**config.mk**
```make
export PLATFORM = sky130hd
export DESIGN_NAME = mem_wb_stage
export DESIGN_NICKNAME = d
export VERILOG_FILES = /design/src/rtl/mem_wb_stage_pkg.sv /design/src/rtl/mem_wb_stage_load_align.sv /design/src/rtl/mem_wb_stage.sv
export SDC_FILE = /design/constraint.sdc
export NUM_CORES = 1
export LEC_CHECK = 0
export ABC_AREA = 1
export CAP_MARGIN = 10
export CORE_UTILIZATION = 35
export DETAILED_ROUTE_END_ITERATION = 16
export GPL_TIMING_DRIVEN = 0
export MAX_ROUTING_LAYER = met4
export PLACE_DENSITY_LB_ADDON = 0.1
export SLEW_MARGIN = 40
export SYNTH_ARGS = -nofsm -noshare
export SYNTH_HDL_FRONTEND = slang
export SYNTH_HIERARCHICAL = 1
export SYNTH_SLANG_ARGS = --single-unit
```
**constraint.sdc**
```tcl
create_clock -name clk -period 1.4 [get_ports clk]
set_input_delay 0.14 -clock clk [delete_from_list [all_inputs] [get_ports clk]]
set_output_delay 0.14 -clock clk [all_outputs]
set_load 0.01 [all_outputs]
```
**src/rtl/mem_wb_stage_pkg.sv**
```systemverilog
// Shared core encodings: writeback source select and load funct3 codes.
package mem_wb_stage_pkg;

    typedef enum logic [1:0] {
        WB_ALU  = 2'd0,
        WB_LOAD = 2'd1,
        WB_PC4  = 2'd2,
        WB_RSVD = 2'd3
    } wb_sel_e;

    localparam logic [2:0] F3_LB  = 3'b000;
    localparam logic [2:0] F3_LH  = 3'b001;
    localparam logic [2:0] F3_LW  = 3'b010;
    localparam logic [2:0] F3_LBU = 3'b100;
    localparam logic [2:0] F3_LHU = 3'b101;

endpackage

```
**src/rtl/mem_wb_stage_load_align.sv**
```systemverilog
// Load lane selection and sign/zero extension. Misalignment is reported
// unconditionally; the caller qualifies it with valid and the load select.
module load_align
    import mem_wb_stage_pkg::*;
(
    input  logic [31:0] word,
    input  logic [1:0]  offset,
    input  logic [2:0]  funct3,
    output logic [31:0] data,
    output logic        misalign
);

    logic [7:0]  byte_v;
    logic [15:0] half_v;

    // Pick the byte and halfword lanes addressed by the low address bits
    always_comb begin
        byte_v = word[7:0];
        case (offset)
            2'd0: byte_v = word[7:0];
            2'd1: byte_v = word[15:8];
            2'd2: byte_v = word[23:16];
            2'd3: byte_v = word[31:24];
            default: byte_v = word[7:0];
        endcase
        half_v = offset[1] ? word[31:16] : word[15:0];
    end

    // Extend according to load type; unknown types behave as a full word
    always_comb begin
        data     = word;
        misalign = 1'b0;
        case (funct3)
            F3_LB:  data = {{24{byte_v[7]}}, byte_v};
            F3_LBU: data = {24'd0, byte_v};
            F3_LH: begin
                data     = {{16{half_v[15]}}, half_v};
                misalign = offset[0];
            end
            F3_LHU: begin
                data     = {16'd0, half_v};
                misalign = offset[0];
            end
            default: begin
                data     = word;
                misalign = |offset;
            end
        endcase
    end

endmodule

```
**src/rtl/mem_wb_stage.sv**
```systemverilog
// MEM/WB pipeline register with writeback mux, load alignment and
// a retired-instruction counter.
module mem_wb_stage
    import mem_wb_stage_pkg::*;
#(
    parameter int CNT_W = 32
) (
    input  logic             clk,
    input  logic             rst,
    input  logic             m_valid,
    input  logic             m_reg_write,
    input  logic [1:0]       m_wb_sel,
    input  logic [2:0]       m_funct3,
    input  logic [4:0]       m_rd,
    input  logic [31:0]      m_alu_result,
    input  logic [31:0]      m_read_data,
    input  logic [31:0]      m_pc_plus4,
    input  logic             stall,
    input  logic             flush,
    output logic             wb_reg_write,
    output logic [4:0]       wb_rd,
    output logic [31:0]      wb_data,
    output logic             wb_misalign,
    output logic [CNT_W-1:0] retired
);

    logic             r_valid;
    logic             r_reg_write;
    wb_sel_e          r_wb_sel;
    logic [2:0]       r_funct3;
    logic [4:0]       r_rd;
    logic [31:0]      r_alu;
    logic [31:0]      r_rdata;
    logic [31:0]      r_pc4;
    logic [CNT_W-1:0] r_retired;

    logic [31:0]      load_data;
    logic             load_mis;

    // Pipeline register: flush kills the slot, stall holds it, else capture.
    // Payload fields are left untouched on flush since valid=0 masks them.
    always_ff @(posedge clk) begin
        if (rst) begin
            r_valid     <= 1'b0;
            r_reg_write <= 1'b0;
            r_wb_sel    <= WB_ALU;
            r_funct3    <= 3'd0;
            r_rd        <= 5'd0;
            r_alu       <= 32'd0;
            r_rdata     <= 32'd0;
            r_pc4       <= 32'd0;
        end else if (flush) begin
            r_valid <= 1'b0;
        end else if (!stall) begin
            r_valid     <= m_valid;
            r_reg_write <= m_reg_write;
            r_wb_sel    <= wb_sel_e'(m_wb_sel);
            r_funct3    <= m_funct3;
            r_rd        <= m_rd;
            r_alu       <= m_alu_result;
            r_rdata     <= m_read_data;
            r_pc4       <= m_pc_plus4;
        end
    end

    // Count instructions actually captured into WB; wraps naturally
    always_ff @(posedge clk) begin
        if (rst) begin
            r_retired <= '0;
        end else if (m_valid && !flush && !stall) begin
            r_retired <= r_retired + CNT_W'(1);
        end
    end

    load_align u_load_align (
        .word     (r_rdata),
        .offset   (r_alu[1:0]),
        .funct3   (r_funct3),
        .data     (load_data),
        .misalign (load_mis)
    );

    // Writeback source mux and write-enable qualification
    always_comb begin
        wb_data     = 32'd0;
        wb_misalign = r_valid && (r_wb_sel == WB_LOAD) && load_mis;
        if (r_valid) begin
            case (r_wb_sel)
                WB_LOAD: wb_data = load_data;
                WB_PC4:  wb_data = r_pc4;
                default: wb_data = r_alu;
            endcase
        end
        wb_reg_write = r_valid && r_reg_write && (r_rd != 5'd0) && !wb_misalign;
    end

    assign wb_rd   = r_rd;
    assign retired = r_retired;

endmodule

```
==> results of run 1 <==
final cells by class:
class / count / area, sq um
Sequential cell: 140 / 2860
Fill cell: 2026 / 9070
Clock inverter: 11 / 154
Inverter: 63 / 272
Buffer: 62 / 413
Tap cell: 270 / 338
Clock buffer: 21 / 470
Multi-Input combinational cell: 825 / 4490
Timing Repair Buffer: 227 / 2100
path summary, 6_finish.rpt:
kind | endpoint | depth (start not counted) | startpoint | slack (ns)
min | r_valid | 2 | flush | 0.04
min reg2reg | retired[6] | 2 | retired[6] | 0.50
max reg2reg | retired[26] | 10 | retired[1] | -0.07
max | wb_data[16] | 8 | r_funct3[1] | -0.78
cell families after synthesis:
family / after synthesis / share of synthesized area
AOI/OAI and AO/OA: 268 / 0.191
xor gates and xnor gates: 3 / 0.00366
adders and majority gates: 3 / 0.00523
buffers and inverters: 129 / 0.0804
DFF: 140 / 0.391
muxes: 1 / 0.00140
and+or+nand+nor: 550 / 0.327
critical path: cells and delay by family (launching register included):
family / cells / cell delay (ns)
compound gates: 1 / 0.20
buf+inv: 3 / 0.52
flops: 1 / 0.33
simple gates: 4 / 0.56
routing by layer:
| metal | wire length [um] | GRT usage |
|---|---|---|
| met4 | 875 | 0.0989 |
| met5 | 0 | - |
| met3 | 1070 | 0.0421 |
| met1 | 11800 | 0.316 |
| met2 | 12500 | 0.408 |
metrics by stage:
step           std cells  setup TNS, ns
6_report            1619         -23.58
4_1_cts             1608         -24.12
3_5_place_dp        1546         -99.42
3_3_place_gp        1546         -96.79
5_1_grt             1619         -27.34
2_1_floorplan       1094              0
power by group:
part	leakage, nW	switching [mW]	total [mW]	internal (mW)
logic	3.29	1.09	2.02	0.928
clock network	0.301	1.86	4.82	2.97
registers	1.17	0.169	4.35	4.18
total	4.76	3.12	11.2	8.08
layout by cell type, fill, tap and decap left out, drive strengths merged:
cell | netlist | layout
nor2 | 305 | 305
o21ai | 177 | 177
nand2 | 159 | 159
dfxtp | 140 | 140
clkdlybuf4s50 | 0 | 107
buf | 21 | 97
a21oi | 86 | 86
inv | 62 | 65
clkbuf | 45 | 64
nand3 | 61 | 61
dlygate4sd2 | 0 | 38
nand4 | 9 | 9
or2 | 7 | 7
nor3 | 7 | 7
clkinvlp | 0 | 3
bufinv | 0 | 3
dlymetal6s2s | 0 | 3
o211ai | 3 | 3
clkinv | 1 | 3
ha | 3 | 3
xor2 | 2 | 2
and3 | 1 | 1
a211oi | 1 | 1
o21a | 1 | 1
nand3b | 1 | 1
xnor2 | 1 | 1
mux2i | 1 | 1
clkdlybuf4s15 | 0 | 1
repair_timing:
action | CTS | global route
pin swaps | 43 | 52
setup buffers | 28 | 11
gates resized for setup | 303 | 138
setup endpoints to repair | 191 | 106
cloned | 5 | 2
state kept, by name, indices dropped and copies added (netlist names), 2 cells and up:
register / count
r_rdata: 32
r_alu: 32
r_funct3: 3
wb_rd: 5
r_wb_sel: 2
retired: 32
r_pc4: 32
==> flow_metrics.env, run 1 <==
export IMPL_finalPower_mw=11.2
export IMPL_synth_edf_count=0
export IMPL_drv_cap=0
export IMPL_cts_sinks=140
export IMPL_dr_pass1_iters=5
export IMPL_synth_commonest_cells="291 x nor2_1, 164 x o21ai_0, 155 x nand2_1"
export IMPL_slowest_delay_ns=0.33
export IMPL_drc_errors=0
export IMPL_ios=183
export IMPL_detail_route_wl_per_cell_um=16.2
export IMPL_report_final_setup_viol=42
export IMPL_cts_buffers=17
export IMPL_start_kind="register"
export IMPL_wirelength_mm=26.3
export IMPL_crit_path_end_kind="output port"
export IMPL_layout_worst_path_cycle_share=1.56
export IMPL_routabilityCongestion=0.912
export IMPL_yosys_warnings=6
export IMPL_p_leak_nw=4.76
export IMPL_synth_distinct_cells=38
export IMPL_hold_path_class="in2reg"
export IMPL_num_vias=7996
export IMPL_synth_top_area_cell="dfxtp_1"
export IMPL_avgSynthCellArea_sq_um=6.56
export IMPL_die_w_um=145
export IMPL_cts_root_buf="clkbuf_16"
export IMPL_worstPathArrival_ns=2.04
export IMPL_synthArstFlopShare=0
export IMPL_synthCells=1094
export IMPL_coreArea_sq_mm=0.0202
export IMPL_power_density_mw_per_mm2=1010
export IMPL_netlist_area_sq_mm=0.00717
export IMPL_pre_cts_slack_ns=-0.875
export IMPL_fin_skew_ns=0.00736
export IMPL_ys_ff_latch=140
export IMPL_slew_limit_headroom=0.620
export IMPL_final_core_util=0.550
export IMPL_syn_nets=1209
export IMPL_initial_core_util=0.356
export IMPL_viasPerCell=4.94
export IMPL_cp_required_ns=1.26
export IMPL_tightest_slew_ns=0.570
export IMPL_synthTopCellsByArea="dfxtp_1 39%, nor2_1 15%, o21ai_0 11%, nand2_1 8.1%, a21oi_1 6.0%"
export IMPL_antenna_found_initial=0
export IMPL_fmax_mhz=458
export IMPL_die_height_um=145
export IMPL_yosysMostFrequentCell="nor2_1"
export IMPL_cpMostUsedCell="buf_8"
export IMPL_clockBufferDepth=2
export IMPL_post_dp_cell_area_sq_mm=0.00950
export IMPL_die_area_sq_mm=0.0211
export IMPL_grtUsageTotal=0.253
export IMPL_hold_buffers=0
export IMPL_violations="setup timing"
export IMPL_grt_pass1_wl_mm=40.4
export IMPL_ys_seq_area_frac=0.391
export IMPL_crit_path_cell_trace="buf_8 -> nor2_8 -> nand4_4 -> buf_8 -> nand3_2 -> nand2_1 -> a21oi_2 -> buf_2"
export IMPL_htreeDepth=4
export IMPL_criticalPathCategory="reg2out"
export IMPL_overflow=0
export IMPL_critical_path_slowest_cell="dfxtp_2"
export IMPL_cts_reportedPaths_clkPinSlew_ns=0.06
export IMPL_status="finished with violations"
export IMPL_place_hpwl_mm=18.8
export IMPL_io_buffers=182
export IMPL_ys_dominant_reg_cell="dfxtp_1"
export IMPL_grt_max_degree=20
export IMPL_hold_slack_ns=0.0414
export IMPL_drive_gt1_frac=0.263
export IMPL_num_rows=52
export IMPL_grt_pass1_vias=7629
export IMPL_syn2layout_area_growth_pct=54.7
export IMPL_num_antenna_cells=0
export IMPL_timing_final_hold_violations=0
export IMPL_min_period_ns=2.18
export IMPL_synth_top_area_frac=0.391
export IMPL_postRouteAntennaNets=0
export IMPL_final_cell_area_sq_mm=0.0111
export IMPL_layout_setup_ws_ns=-0.784
export IMPL_final_nets=1451
export IMPL_clock_latency_ns=0.43
export IMPL_peakVddDrop_mv=0.776
export IMPL_cts_tree="done"
export IMPL_cp_max_fo=10
export IMPL_rsz0062_at_grt="yes"
export IMPL_drt_initial_drc_count=467
export IMPL_drv_slew=0
No activity file was read; power rests on OpenSTA's default activity.
==> inputs of run 2 (changes only) <==
CORE_MARGIN = 2   (was unset)
==> run 2 against run 1 <==
Critical endpoint is now wb_data[15]. Critical path depth is 4 higher. The run still ends with setup timing left. Sequential power hardly changed. Hold slack better by 0.0096 ns. Clock skew is 0.0032 ns lower. Clock-buffer cell count is 2 lower. Design area is 1.4% higher. Non-clock buffer count is 7 higher.
==> flow_metrics.env, run 2 (synthesis gave the netlist of run 1 again) <==
export IMPL_min_period_ns=2.22
export IMPL_grtUsageTotal=0.245
export IMPL_cp_required_ns=1.26
export IMPL_finalPower_mw=11.1
export IMPL_drc_errors=0
export IMPL_slew_limit_headroom=0.617
export IMPL_cts_root_buf="clkbuf_16"
export IMPL_final_common_cell="nor2_1"
export IMPL_cp_max_fo=8
export IMPL_clock_latency_ns=0.43
export IMPL_fmax_mhz=451
export IMPL_final_core_util=0.558
export IMPL_wirelength_mm=26.4
export IMPL_layout_setup_ws_ns=-0.816
export IMPL_coreArea_sq_mm=0.0202
export IMPL_detail_route_wl_per_cell_um=16.3
export IMPL_cts_sinks=140
export IMPL_crit_path_end_kind="output port"
export IMPL_antenna_found_initial=0
export IMPL_cts_tree="done"
export IMPL_final_cell_mix="274 x nor2_1, 134 x o21ai_0, 122 x nand2_1"
export IMPL_violations="setup timing"
export IMPL_die_height_um=147
export IMPL_num_rows=52
export IMPL_report_final_setup_viol=41
export IMPL_rr_startpoint="retired[1]"
export IMPL_place_hpwl_mm=19.2
export IMPL_tightest_slew_ns=0.575
export IMPL_clockBufferDepth=2
export IMPL_timing_final_hold_violations=0
export IMPL_r2r_cells=9
export IMPL_cts_buffers=17
export IMPL_grt_pass1_vias=7576
export IMPL_p_leak_nw=4.81
export IMPL_drv_cap=0
export IMPL_rsz0062_at_grt="yes"
export IMPL_postRouteAntennaNets=0
export IMPL_num_vias=8084
export IMPL_criticalPathCategory="reg2out"
export IMPL_grt_pass1_wl_mm=40.3
export IMPL_io_buffers=182
export IMPL_viasPerCell=4.97
export IMPL_drive_gt1_frac=0.284
export IMPL_power_density_mw_per_mm2=989
export IMPL_num_antenna_cells=0
export IMPL_hold_path_class="in2reg"
export IMPL_cp_startpoint="r_alu[1]"
export IMPL_start_kind="register"
export IMPL_ios=183
export IMPL_crit_end="wb_data[15]"
export IMPL_final_nets=1458
export IMPL_overflow=0
export IMPL_stdcell_count=1626
export IMPL_drt_initial_drc_count=572
export IMPL_cts_reportedPaths_clkPinSlew_ns=0.06
export IMPL_peakVddDrop_mv=0.724
export IMPL_dp_cells=1546
export IMPL_die_area_sq_mm=0.0217
export IMPL_drv_slew=0
export IMPL_worstPathArrival_ns=2.08
export IMPL_grt_max_degree=20
export IMPL_fin_skew_ns=0.00418
export IMPL_reg2reg_to="retired[16]"
export IMPL_status="finished with violations"
export IMPL_htreeDepth=4
export IMPL_layout_worst_path_cycle_share=1.58
export IMPL_syn2layout_area_growth_pct=56.9
export IMPL_rrSetupSlack_ns=-0.08
export IMPL_die_w_um=147
export IMPL_dr_pass1_iters=5
export IMPL_routabilityCongestion=0.934
export IMPL_initial_core_util=0.356
[run 2: cell types whose count changed in the layout (fill, tap and decap cells not counted), sizes merged]
cell,change
bufinv,-1
inv,+1
clkbuf,-1
dlygate4sd2,-1
buf,+7
clkdlybuf4s15,-1
clkinvlp,+1
dlymetal6s2s,+1
clkinv,+1
[run 2: critical path, cell delays in order (launching register included)]
cell and delay (ns):
dfxtp_2 0.36, buf_12 0.15, clkinv_8 0.07, nand2_4 0.08, nand2_4 0.05, nand2_4 0.08, nand4_4 0.14, buf_6 0.17
buf_8 0.13, nand3_1 0.07, nand2_1 0.07, a21oi_2 0.13, buf_4 0.15
[run 2: repair_timing]
item,4_1_cts,5_1_grt
setup endpoints to repair,173,138
resized for setup,334,146
buffers inserted,32,14
cloned,5,1
pin swaps,39,67
hold buffers,0,0
[run 2: area by class of cell]
class                           instances  area [sq um]
Buffer                                 63           452
Clock buffer                           19           453
Clock inverter                         13           155
Fill cell                            1961          8910
Inverter                               63           282
Multi-Input combinational cell        825          4540
Sequential cell                       140          2850
Tap cell                              270           338
Timing Repair Buffer                  233          2180
[run 2: how the worst min path moves through the flow]
stage,from,endpoint,depth (start not counted)
CTS,m_alu_result[0],r_alu[0],3
floorplan,rst,retired[11],1
global placement,r_wb_sel[1],r_wb_sel[1],2
global route,flush,r_valid,2
detailed placement,r_wb_sel[1],r_wb_sel[1],2
finish,flush,r_valid,2
[run 2: routing by layer]
layer | wire length [um] | vias up | track usage
met5 | 0 | - | -
met4 | 699 | 0 | 0.0837
met3 | 1080 | 44 | 0.0404
met2 | 12700 | 203 | 0.398
met1 | 12000 | 3761 | 0.310
li1 | - | 4076 | -
[run 2: stage by stage]
step	setup slack, ns	setup TNS [ns]	area, sq um	hold slack [ns]
6_report	-0.816	-24.93	11300	0.0511
4_1_cts	-0.824	-23.43	10600	0.273
5_1_grt	-0.886	-28.74	11300	0.0341
2_1_floorplan	0.00408	0	7340	0.212
3_5_place_dp	-0.848	-97.81	9500	0.478
3_3_place_gp	-0.879	-97.67	9500	0.468
[run 2: where the power goes]
part           leakage (nW)  internal [mW]  switching (mW)  total (mW)
logic                  3.36          0.959            1.09        2.05
clock network         0.290           2.76            1.95        4.71
registers              1.16           4.19           0.178        4.37
